===== src/rtl/instr_queue_pkg.sv =====
// Shared definitions for the instruction queue: widths, FSM states, queue entry layout.
package instr_queue_pkg;

  localparam int ADDRESS_WIDTH   = 32;
  localparam int MAX_INSTR_WIDTH = 32;
  localparam int MAX_INSTR_BYTES = MAX_INSTR_WIDTH / 8;

  typedef enum logic [1:0] {
    START    = 2'd0,
    RUN      = 2'd1,
    REDIRECT = 2'd2
  } iq_state_e;

  typedef struct packed {
    logic [MAX_INSTR_WIDTH-1:0] instr;
    logic [3:0]                 len;
    logic [ADDRESS_WIDTH-1:0]   pc;
  } iq_entry_t;

  // A length is usable only if it is non-zero and fits in the instruction field.
  function automatic logic len_legal(input logic [3:0] len);
    return (len != 4'd0) && (int'(len) <= MAX_INSTR_BYTES);
  endfunction

endpackage


===== src/rtl/instr_queue_sync_fifo.sv =====
// Synchronous FIFO with flush; head data is visible combinationally from storage.
module sync_fifo #(
  parameter int WIDTH = 8,
  parameter int DEPTH = 4
) (
  input  logic             clk,
  input  logic             reset,
  input  logic             push,
  input  logic             pop,
  input  logic             flush,
  input  logic [WIDTH-1:0] wr_data,
  output logic [WIDTH-1:0] rd_data,
  output logic             full,
  output logic             empty
);

  localparam int PTR_W = $clog2(DEPTH);

  logic [WIDTH-1:0] mem [DEPTH];
  logic [PTR_W-1:0] wr_ptr;
  logic [PTR_W-1:0] rd_ptr;
  logic [PTR_W:0]   count;
  logic             do_push;
  logic             do_pop;

  assign full    = (count == (PTR_W+1)'(DEPTH));
  assign empty   = (count == '0);
  // A pop in the same cycle frees the slot, so a push into a full FIFO is legal then.
  assign do_push = push && (!full || pop);
  assign do_pop  = pop && !empty;
  assign rd_data = mem[rd_ptr];

  // Pointer and occupancy bookkeeping; pointers wrap naturally since DEPTH is a power of two.
  always_ff @(posedge clk) begin
    if (reset || flush) begin
      wr_ptr <= '0;
      rd_ptr <= '0;
      count  <= '0;
    end else begin
      if (do_push) wr_ptr <= wr_ptr + 1'b1;
      if (do_pop)  rd_ptr <= rd_ptr + 1'b1;
      case ({do_push, do_pop})
        2'b10:   count <= count + 1'b1;
        2'b01:   count <= count - 1'b1;
        default: count <= count;
      endcase
    end
  end

  // Storage write.
  // NOTE: the array has no reset; occupancy is tracked by count, so stale contents are never observed as valid.
  always_ff @(posedge clk) begin
    if (do_push && !flush) mem[wr_ptr] <= wr_data;
  end

endmodule


===== src/rtl/instr_queue.sv =====
// Instruction queue between fetch and decode: issues fetch PCs, tracks the running PC
// of returned instructions, and buffers them for decode. Redirects flush the queue.
module instr_queue
  import instr_queue_pkg::*;
#(
  parameter int                       DEPTH    = 4,
  parameter logic [ADDRESS_WIDTH-1:0] RESET_PC = '0
) (
  input  logic                       clk,
  input  logic                       reset,
  input  logic                       i_valid,
  input  logic [MAX_INSTR_WIDTH-1:0] i_instr,
  input  logic [3:0]                 i_instr_len,
  input  logic                       i_fetch_ready,
  output logic                       o_fetch_valid,
  output logic [ADDRESS_WIDTH-1:0]   o_fetch_pc,
  output logic                       o_valid,
  output logic [MAX_INSTR_WIDTH-1:0] o_instr,
  output logic [3:0]                 o_instr_len,
  output logic [ADDRESS_WIDTH-1:0]   o_pc,
  input  logic                       i_ready,
  input  logic                       i_redirect_valid,
  input  logic [ADDRESS_WIDTH-1:0]   i_redirect_pc,
  output logic                       o_full,
  output logic                       o_overflow,
  output logic                       o_len_error
);

  iq_state_e                state, state_next;
  logic [ADDRESS_WIDTH-1:0] pending_pc, pending_pc_next;
  logic [ADDRESS_WIDTH-1:0] running_pc, running_pc_next;
  logic                     push, pop, flush;
  logic                     set_overflow, set_len_error;
  logic                     fifo_empty;
  iq_entry_t                wr_entry, head;

  assign wr_entry    = '{instr: i_instr, len: i_instr_len, pc: running_pc};
  assign o_valid     = !fifo_empty;
  assign o_instr     = head.instr;
  assign o_instr_len = head.len;
  assign o_pc        = head.pc;
  assign o_fetch_pc  = pending_pc;

  // Next-state, fetch handshake and push/pop decisions; a redirect overrides everything else.
  // NOTE: every signal written here gets a default first so no latch is inferred.
  always_comb begin
    state_next      = state;
    pending_pc_next = pending_pc;
    running_pc_next = running_pc;
    o_fetch_valid   = (state != RUN);
    pop             = o_valid && i_ready;
    push            = 1'b0;
    flush           = 1'b0;
    set_overflow    = 1'b0;
    set_len_error   = 1'b0;
    if (i_redirect_valid) begin
      flush           = 1'b1;
      pop             = 1'b0;
      state_next      = REDIRECT;
      pending_pc_next = i_redirect_pc;
      running_pc_next = i_redirect_pc;
    end else begin
      case (state)
        START, REDIRECT: begin
          // Results seen while waiting for the new PC are stale and ignored.
          if (i_fetch_ready) state_next = RUN;
        end
        RUN: begin
          if (i_valid) begin
            if (!len_legal(i_instr_len)) begin
              set_len_error = 1'b1;
            end else if (o_full && !pop) begin
              set_overflow = 1'b1;
            end else begin
              push            = 1'b1;
              running_pc_next = running_pc + ADDRESS_WIDTH'(i_instr_len);
            end
          end
        end
        default: state_next = START;
      endcase
    end
  end

  // State, PC tracking and sticky error flags; reset beats any redirect.
  // NOTE: sequential state uses non-blocking assignments so all registers update from pre-edge values.
  always_ff @(posedge clk) begin
    if (reset) begin
      state       <= START;
      pending_pc  <= RESET_PC;
      running_pc  <= RESET_PC;
      o_overflow  <= 1'b0;
      o_len_error <= 1'b0;
    end else begin
      state      <= state_next;
      pending_pc <= pending_pc_next;
      running_pc <= running_pc_next;
      if (set_overflow)  o_overflow  <= 1'b1;
      if (set_len_error) o_len_error <= 1'b1;
    end
  end

  sync_fifo #(
    .WIDTH ($bits(iq_entry_t)),
    .DEPTH (DEPTH)
  ) u_fifo (
    .clk     (clk),
    .reset   (reset),
    .push    (push),
    .pop     (pop),
    .flush   (flush),
    .wr_data (wr_entry),
    .rd_data (head),
    .full    (o_full),
    .empty   (fifo_empty)
  );

endmodule


===== config.mk =====
export PLATFORM = sky130hd
export DESIGN_NAME = instr_queue
export DESIGN_NICKNAME = d
export VERILOG_FILES = /design/src/rtl/instr_queue_pkg.sv /design/src/rtl/instr_queue_sync_fifo.sv /design/src/rtl/instr_queue.sv
export SDC_FILE = /design/constraint.sdc
export NUM_CORES = 1
export LEC_CHECK = 0
export ABC_AREA = 1
export BUFFER_PORTS_ARGS = -buffer_cell sky130_fd_sc_hd__buf_2
export CAP_MARGIN = 40
export CORE_MARGIN = 2
export CORE_UTILIZATION = 52
export DETAILED_ROUTE_END_ITERATION = 12
export PLACE_DENSITY = 0.76
export SLEW_MARGIN = 20
export SYNTH_ARGS = -nofsm -noshare
export SYNTH_HDL_FRONTEND = slang
export SYNTH_SLANG_ARGS = --single-unit

===== constraint.sdc =====
create_clock -name clk -period 3.95 [get_ports clk]
set_input_delay 0.395 -clock clk [delete_from_list [all_inputs] [get_ports clk]]
set_output_delay 0.395 -clock clk [all_outputs]
set_load 0.005 [all_outputs]

==> results of run 1 <==
[per-stage QoR]
stage,hold WS (ns),area [µm²]
after CTS,0.0921,16700
final,0.107,16700
after detailed placement,0.427,15500
after global placement,0.432,15500
after floorplan,0.436,14300
after global routing,0.0983,16700
[flip-flops by register name, indices dropped and copies added, names as in the netlist, named ones only]
| name | count |
|---|---|
| state | 2 |
| u_fifo.rd_ptr | 2 |
| running_pc | 32 |
| o_fetch_pc | 32 |
| o_len_error | 1 |
| u_fifo.mem | 272 |
| u_fifo.wr_ptr | 2 |
| o_overflow | 1 |
| u_fifo.count | 3 |
[metal layers]
layer,wire length (µm),vias up,part of all wire [%],GRT usage [%]
met5,0,-,0,0
met4,814,0,2.5,6.84
met3,2510,61,7.8,3.87
met2,15100,410,47,36.8
met1,13700,4894,43,30.1
li1,-,4874,-,-
[layout by cell type, fill, tap and decap left out, types with 2 or more instances in the layout]
master / count
o21ai_1: 4
a21oi_2: 2
nand3_1: 49
inv_1: 62
clkinv_2: 8
dfxtp_1: 75
or2_2: 2
buf_2: 178
nor2_4: 13
o21ai_0: 160
o21bai_1: 5
inv_2: 3
clkbuf_1: 7
o21ai_2: 2
nand3_2: 4
fa_1: 2
nand3b_1: 5
a21oi_1: 54
nand2_4: 3
clkinv_1: 7
nor3_1: 4
nor2_2: 7
buf_12: 7
nand2_2: 9
ha_1: 9
xor2_1: 4
nor2_1: 183
bufinv_16: 3
o22ai_1: 68
nand2_1: 182
o211ai_1: 5
clkbuf_16: 37
a31oi_1: 2
buf_4: 12
edfxtp_1: 272
nand4_1: 12
[critical path, cell delays in order, from the launching register on]
cell and delay [ns]:
dfxtp_4 0.42, clkinv_2 0.26, buf_4 0.56, buf_4 0.53
o21ai_0 0.17, o22ai_1 0.18, buf_2 0.15
[power by group through the flow]
stage / Sequential, µW / Combinational (µW) / Clock [µW]
floorplan: 4120 / 139 / 0
global route: 4070 / 281 / 3430
global placement: 4140 / 241 / 0
detailed placement: 4140 / 247 / 0
finish: 4060 / 250 / 3220
CTS: 4060 / 250 / 3280
[cell families after synthesis]
| logic type | Yosys count | share of synthesized area [%] |
|---|---|---|
| xor gates and xnor gates | 5 | 0.307 |
| adders and majority gates | 11 | 1.07 |
| buffers and inverters | 131 | 3.95 |
| DFF | 349 | 68.0 |
| and+or+nand+nor | 477 | 14.9 |
| AOI/OAI and AO/OA | 307 | 11.8 |
[cell type report]
cell class / instances / area (µm²)
clock buffers: 45 / 966
clock inverters: 18 / 160
fillers: 2099 / 10300
inverters: 67 / 258
multi-input cells: 800 / 4030
flip-flops and latches: 349 / 9710
well taps: 341 / 427
repair buffers: 197 / 1120
[worst paths after layout]
check	cells after the start	end	slack [ns]
min reg2reg	2	o_fetch_pc[24]	0.44
min	2	state[1]	0.11
max	6	o_instr[22]	0.73
max reg2reg	12	running_pc[22]	1.59
==> flow_metrics.env, run 1 <==
export IMPL_drc=0
export IMPL_clkSlewWorstSetupHoldPaths_ns=0.06
export IMPL_worst_hold_path_type="primary input to flip-flop"
export IMPL_power_uw=7540
export IMPL_insertion_delay_ns=0.51
export IMPL_cts_buffer_depth=3
export IMPL_p_sw_share_pct=20.2
export IMPL_outcome="complete, no violations"
export IMPL_p_int_uw=6020
export IMPL_cts_tree="yes"
export IMPL_synth_warnings=0
export IMPL_num_rows=60
export IMPL_peakVddDrop_mv=0.317
export IMPL_seqPwrFrac_pct=53.9
export IMPL_final_cells=1817
export IMPL_synth_cell_types=46
export IMPL_vias=10200
export IMPL_cap_violations=0
export IMPL_ys_ff_latch=349
export IMPL_globalplace_congestion=0.875
export IMPL_setup_ws_ns=0.730
export IMPL_start_util_pct=53.0
export IMPL_synth_most_common_cell="edfxtp_1"
export IMPL_power_density_nw_per_um2=452
export IMPL_netlist_area_leader_share_pct=57.2
export IMPL_syn_area_per_cell_um2=11.2
export IMPL_final_setup_tns_ns=0
export IMPL_max_slew_margin_pct=45.5
export IMPL_cts_buffers=36
export IMPL_cts_sinks=349
export IMPL_finalClockSkew_ns=0.0192
export IMPL_worstSetupStartpointType="flip-flop"
export IMPL_maxSlewViolCount=0
export IMPL_yosys_area_top_type="edfxtp_1"
export IMPL_fmax_ghz=0.311
export IMPL_grt_pass1_wl_um=50300
export IMPL_cts_root_buf="clkbuf_16"
export IMPL_die_height_um=170
export IMPL_leakage_uw=0.00615
export IMPL_yosysSeqAreaShare_pct=68.0
export IMPL_cts_htree_levels=2
export IMPL_diodes=0
export IMPL_dp_cells=1754
export IMPL_cp_arrival_ns=2.83
export IMPL_portBuffers=178
export IMPL_area_growth_pct=16.8
export IMPL_synthTopCellsByCount="272 x edfxtp_1, 187 x nor2_1, 182 x nand2_1, 160 x o21ai_0, 77 x dfxtp_1"
export IMPL_dpl_hpwl_um=19800
export IMPL_clockPowerShare_pct=42.8
export IMPL_synth_area_leaders="edfxtp_1 57%, dfxtp_1 11%, o21ai_0 5.6%"
export IMPL_power_switching_uw=1520
export IMPL_fin_util_pct=61.9
export IMPL_crit_path_end_kind="output port"
export IMPL_syn_inst=1280
export IMPL_path_max_fanout=63
export IMPL_rsz0062_at_grt="no"
export IMPL_tightest_slew_ns=0.817
export IMPL_syn_cell_area_um2=14300
export IMPL_grt_pass1_vias=9613
export IMPL_place_ws_ns=1.07
export IMPL_cts_resized=0
export IMPL_post_route_period_util_pct=81.5
export IMPL_die_area_um2=28800
export IMPL_dr_pass1_iters=5
export IMPL_die_w_um=170
export IMPL_worstSetupPathType="flip-flop to output port"
export IMPL_drive_gt1_share_pct=20.3
export IMPL_cts_setup_buffers=0
export IMPL_avgViaCountPerCell=5.64
export IMPL_synthArstFlopShare_pct=0
export IMPL_finalSetupViolations=0
export IMPL_final_hold_violation_count=0
export IMPL_drtAntennaViolNets=0
export IMPL_cp_required_ns=3.56
export IMPL_min_delay_start="i_fetch_ready"
export IMPL_ioPinCount=179
export IMPL_grt_total_usage_pct=22.2
export IMPL_period_needed_ns=3.22
export IMPL_ctsHoldBuffers=0
export IMPL_core_area_um2=27000
export IMPL_initialDrtViolationCount=982
export IMPL_grt_max_degree=69
export IMPL_synth_fp_nets=1365
export IMPL_synth_edf_count=272
export IMPL_antenna_found_initial=0
export IMPL_synth_flop_cell="edfxtp_1"
export IMPL_nets=1536
export IMPL_wl_per_cell_um=17.7
export IMPL_grt_overflow=0
export IMPL_drt_total_wl_um=32200
export IMPL_worstReg2RegStart="running_pc[0]"
export IMPL_power_frac_comb_pct=3.3
Power figures use the tool's default switching activity.
==> run 2, diff against run 1 <==
==> constraint.sdc (replaced) <==
create_clock -name clk -period 2.89 [get_ports clk]
set_input_delay 0.289 -clock clk [delete_from_list [all_inputs] [get_ports clk]]
set_output_delay 0.289 -clock clk [all_outputs]
set_load 0.005 [all_outputs]
==> run 2 against run 1 <==
Effect of this change:
- setup slack got worse by 0.43 ns
- count of clock-buffer cells in the layout increased by 3
- sequential share of layout area shrank 0.92 points
- via count is 2.1% higher
- power rose by 36%
- clock skew decreased by 0.00080 ns
- non-clock buffer count rose by 31
- flip-flop and latch count unchanged
- largest cell class unchanged
- clock power increased by 35%
==> flow_metrics.env, run 2 (same netlist as run 1, synthesis figures left out) <==
export IMPL_period_needed_ns=2.59
export IMPL_tightest_slew_ns=0.689
export IMPL_leakage_uw=0.00625
export IMPL_portBuffers=178
export IMPL_rsz0062_at_grt="no"
export IMPL_num_rows=60
export IMPL_dpl_hpwl_um=21000
export IMPL_routed_top_layer="met4"
export IMPL_wl_per_cell_um=18.2
export IMPL_slowest_delay_ns=0.55
export IMPL_cpLargestDelayFamily="buffers and inverters"
export IMPL_drt_total_wl_um=33600
export IMPL_cts_sinks=349
export IMPL_drive_gt1_share_pct=19.7
export IMPL_cts_root_buf="clkbuf_16"
export IMPL_cap_violations=0
export IMPL_top_register="u_fifo.mem"
export IMPL_cts_tree="yes"
export IMPL_finalSetupViolations=0
export IMPL_power_density_nw_per_um2=606
export IMPL_worst_hold_path_type="primary input to flip-flop"
export IMPL_ioPinCount=179
export IMPL_final_setup_tns_ns=0
export IMPL_final_cells=1849
export IMPL_die_w_um=170
export IMPL_clkSlewWorstSetupHoldPaths_ns=0.06
export IMPL_m1WireLength_um=14000
export IMPL_globalplace_congestion=0.876
export IMPL_grt_max_degree=69
export IMPL_nets=1567
export IMPL_post_dp_cell_area_um2=15500
export IMPL_drtAntennaViolNets=0
export IMPL_worstSetupPathType="flip-flop to output port"
export IMPL_layout_commonest_cell="edfxtp_1"
export IMPL_initialDrtViolationCount=1080
export IMPL_crit_slowest_cell="buf_4"
export IMPL_outcome="complete, no violations"
export IMPL_cts_buffer_depth=3
export IMPL_grt_overflow=0
export IMPL_die_area_um2=28800
export IMPL_die_height_um=170
export IMPL_max_slew_margin_pct=54.0
export IMPL_diodes=0
export IMPL_cts_setup_buffers=0
export IMPL_drc=0
export IMPL_peakVddDrop_mv=0.396
export IMPL_design_area_um2=16900
export IMPL_whs_ns=0.0235
export IMPL_core_area_um2=27000
export IMPL_avgViaCountPerCell=5.65
export IMPL_cp_arrival_ns=2.30
export IMPL_area_growth_pct=18.7
export IMPL_vias=10500
export IMPL_insertion_delay_ns=0.52
export IMPL_layout_common_cells="272 x edfxtp_1, 183 x nor2_1, 182 x nand2_1"
export IMPL_path_buf_inv=2
export IMPL_maxSlewViolCount=0
export IMPL_crit_path_end_kind="output port"
export IMPL_grt_pass1_wl_um=51800
export IMPL_dr_pass1_iters=5
export IMPL_fmax_ghz=0.386
export IMPL_dp_cells=1753
export IMPL_path_cells="buf_4 > o21ai_0 > o22ai_1 > buf_2"
export IMPL_dr_wl_met2_um=16400
export IMPL_cts_buffers=36
export IMPL_finalClockSkew_ns=0.0184
export IMPL_start_util_pct=53.0
export IMPL_worstSetupStartpointType="flip-flop"
export IMPL_final_hold_violation_count=0
export IMPL_cp_required_ns=2.60
export IMPL_largest_reg_flops=272
export IMPL_cts_htree_levels=2
export IMPL_grt_pass1_vias=9986
export IMPL_wl_met3_um=2540
export IMPL_cts_resized=0
export IMPL_grt_total_usage_pct=23.0
export IMPL_post_route_period_util_pct=89.5
export IMPL_path_max_fanout=60
export IMPL_antenna_found_initial=0
[run 2: through the flow]
| step | total power, µW | worst slack, ns | utilization (%) |
|---|---|---|---|
| finish | 10300 | 0.302 | 62.9 |
| global route | 10600 | 0.192 | 62.9 |
| CTS | 10300 | 0.297 | 62.8 |
| detailed placement | 6000 | 0.530 | 57.6 |
| global placement | 5990 | 0.581 | 57.6 |
| floorplan | 5820 | -0.252 | - |
[run 2: cell type report]
class                      count  area, µm²
clock buffer                  48        960
multi-input combinational    800       4030
inverter                      67        259
sequential                   349       9710
timing repair buffer         228       1410
fill                        2036      10000
tap                          341        427
clock inverter                16        140
[run 2: power by group]
group	leakage, µW	internal, µW	switching [µW]
clock	0.000530	2520	1820
sequential	0.00307	5460	91.3
combinational	0.00266	159	218
total	0.00625	8140	2130
[run 2: worst register-to-register path: stages, from the launching register on]
cell and delay [ns]:
dfxtp_1 0.32, inv_1 0.16, nand4_4 0.15, nand2_4 0.11, nor2_8 0.07, nand2_4 0.20, ha_1 0.19, inv_1 0.07
fa_1 0.39, a21oi_1 0.17, o21ai_0 0.12, o21ai_0 0.16, a21oi_1 0.05
[run 2: worst paths after layout]
| kind | startpoint | slack (ns) | depth (start not counted) | endpoint |
|---|---|---|---|---|
| worst max-delay path | flip-flop | 0.30 | 4 | o_instr[16] |
| worst min register to register | o_fetch_pc[19] | 0.44 | 2 | o_fetch_pc[19] |
| worst min-delay path | i_redirect_pc[1] | 0.02 | 2 | o_fetch_pc[1] |
| worst max register to register | u_fifo.count[1] | 0.61 | 12 | u_fifo.count[2] |
[run 2: metal layers]
layer / GRT usage (%) / up-vias
met5: 0 / -
met4: 6.47 / 0
met3: 4.06 / 46
met2: 38.7 / 432
met1: 30.9 / 5051
li1: - / 4926
[run 2: what timing repair did]
action                                  in CTS  in global routing
endpoints found under the hold margin      115                  0
hold buffers                                31                  0
endpoints found under the setup margin       0                  0
==> run 3, diff against run 2 <==
--- a/config.mk
+++ b/config.mk
@@ -10,7 +10,9 @@
 export CAP_MARGIN = 40
 export CORE_MARGIN = 2
 export CORE_UTILIZATION = 52
+export CTS_CLUSTER_DIAMETER = 30
 export DETAILED_ROUTE_END_ITERATION = 12
+export GPL_TIMING_DRIVEN = 0
 export PLACE_DENSITY = 0.76
 export SLEW_MARGIN = 20
 export SYNTH_ARGS = -nofsm -noshare
==> run 3 against run 2 <==
Effect of this change:
- via count grew 5.6%
- critical path depth grew 2
- largest cell class unchanged
- global-route usage grew 3.0 points
- critical path type unchanged
- setup slack lost 0.13 ns
==> flow_metrics.env, run 3 (same netlist as run 1, synthesis figures left out) <==
export IMPL_post_dp_cell_area_um2=15900
export IMPL_layout_commonest_cell="edfxtp_1"
export IMPL_diodes=0
export IMPL_setup_ws_ns=0.176
export IMPL_tightest_slew_ns=0.654
export IMPL_outcome="complete, no violations"
export IMPL_dr_pass1_iters=5
export IMPL_final_cells=1974
export IMPL_grt_overflow=0
export IMPL_design_area_um2=18600
export IMPL_power_switching_uw=2800
export IMPL_drive_gt1_share_pct=22.4
export IMPL_globalplace_congestion=0.925
export IMPL_peakVddDrop_mv=0.656
export IMPL_die_height_um=170
export IMPL_rsz0062_at_grt="no"
export IMPL_nets=1666
export IMPL_insertion_delay_ns=0.58
export IMPL_place_ws_ns=0.338
export IMPL_r2r_cells=8
export IMPL_r2r_slack_ns=0.50
export IMPL_clkSlewWorstSetupHoldPaths_ns=0.05
export IMPL_leakage_uw=0.00700
export IMPL_r2r_end="u_fifo.mem[1][52]"
export IMPL_cts_setup_buffers=0
export IMPL_drt_total_wl_um=37800
export IMPL_fillers=1926
export IMPL_p_sw_share_pct=20.7
export IMPL_cts_tree="yes"
export IMPL_cts_buffer_depth=3
export IMPL_power_frac_comb_pct=3.1
export IMPL_grt_pass1_vias=11000
export IMPL_vias=11000
export IMPL_fmax_ghz=0.368
export IMPL_area_growth_pct=30.3
export IMPL_post_route_period_util_pct=93.9
export IMPL_power_uw=13500
export IMPL_maxSlewViolCount=0
export IMPL_critPathCapture="o_pc[29]"
export IMPL_crit_path_end_kind="output port"
export IMPL_dp_cells=1810
export IMPL_die_w_um=170
export IMPL_top_register="u_fifo.mem"
export IMPL_p_int_uw=10700
export IMPL_antenna_found_initial=0
export IMPL_max_slew_margin_pct=56.3
export IMPL_cts_htree_levels=2
export IMPL_worstSetupStartpointType="flip-flop"
export IMPL_period_needed_ns=2.71
export IMPL_grt_total_usage_pct=26.0
export IMPL_final_setup_tns_ns=0
export IMPL_num_rows=60
export IMPL_ioPinCount=179
export IMPL_grt_pass1_wl_um=57900
export IMPL_dpl_hpwl_um=24600
export IMPL_die_area_um2=28800
export IMPL_cp_arrival_ns=2.43
export IMPL_finalSetupViolations=0
export IMPL_portBuffers=177
export IMPL_worst_hold_path_type="primary input to flip-flop"
export IMPL_path_max_fanout=10
export IMPL_cts_buffers=61
export IMPL_grt_max_degree=24
export IMPL_multi_input_area_um2=4030
export IMPL_cap_violations=0
export IMPL_final_hold_violation_count=0
export IMPL_core_area_um2=27000
export IMPL_cp_required_ns=2.60
export IMPL_largest_reg_flops=272
export IMPL_clockPowerShare_pct=55.6
export IMPL_power_density_nw_per_um2=726
export IMPL_drc=0
export IMPL_layout_common_cells="272 x edfxtp_1, 191 x buf_2, 183 x nor2_1"
export IMPL_cts_sinks=349
export IMPL_finalClockSkew_ns=0.0282
export IMPL_whs_path_depth=3
export IMPL_cts_root_buf="clkbuf_16"
export IMPL_avgViaCountPerCell=5.59
export IMPL_seqCellArea_um2=9710
export IMPL_start_util_pct=53.0
export IMPL_drtAntennaViolNets=0
export IMPL_wl_per_cell_um=19.2
export IMPL_seqPwrFrac_pct=41.3
export IMPL_worstReg2RegStart="state[0]"
export IMPL_initialDrtViolationCount=1137
export IMPL_worstSetupPathType="flip-flop to output port"
==> run 3: timing repair <==
| action | 4_1_cts | 5_1_grt |
|---|---|---|
| resized for setup | 0 | 2 |
| endpoints found under the setup margin | 0 | 1 |
| hold endpoints to repair | 153 | 0 |
| hold buffers | 49 | 0 |
==> run 3: cell type report <==
class	count	share of cell area, %
clock inverters	46	3.26
well taps	341	2.29
plain buffers	64	1.66
flip-flops and latches	349	52.2
repair buffers	238	8.98
clock buffers	69	8.54
inverters	67	1.38
multi-input cells	800	21.7
==> run 3: power groups by stage <==
stage,combinational [µW],sequential [µW],clock [µW]
2_1_floorplan,190,5630,0
3_3_place_gp,345,5650,0
5_1_grt,461,5570,7820
3_5_place_dp,357,5660,0
4_1_cts,414,5560,7560
6_report,418,5570,7500
==> run 3: critical path, stage by stage (launching register included) <==
cell and delay, ns:
dfxtp_1 0.34, buf_2 0.23, buf_2 0.27, clkbuf_1 0.47
nor2_1 0.10, o22ai_1 0.25, buf_2 0.17
==> run 3: how the worst min path moves through the flow <==
stage / from / end / slack, ns
global placement: o_fetch_pc[23] / o_fetch_pc[23] / 0.43
global route: i_instr_len[3] / u_fifo.mem[1][35] / 0.003
floorplan: i_instr_len[0] / u_fifo.mem[0][32] / 0.39
detailed placement: o_fetch_pc[23] / o_fetch_pc[23] / 0.43
CTS: i_redirect_pc[15] / running_pc[15] / 0.001
finish: i_redirect_pc[10] / o_fetch_pc[10] / 0.02
==> run 3: per-layer routing <==
layer | track usage [%] | vias to the layer above | part of all wire [%]
met4 | 9.36 | 0 | 3.0
li1 | - | 5165 | -
met3 | 5.08 | 78 | 8.0
met2 | 45.1 | 513 | 50
met1 | 32.4 | 5287 | 39
met5 | 0 | - | 0
==> run 3: stage by stage <==
step / util (%) / hold WS [ns]
global route: 69.0 / 0.00285
detailed placement: 59.0 / 0.428
global placement: 57.9 / 0.430
CTS: 69.0 / 0.00105
floorplan: - / 0.388
finish: 69.0 / 0.0157
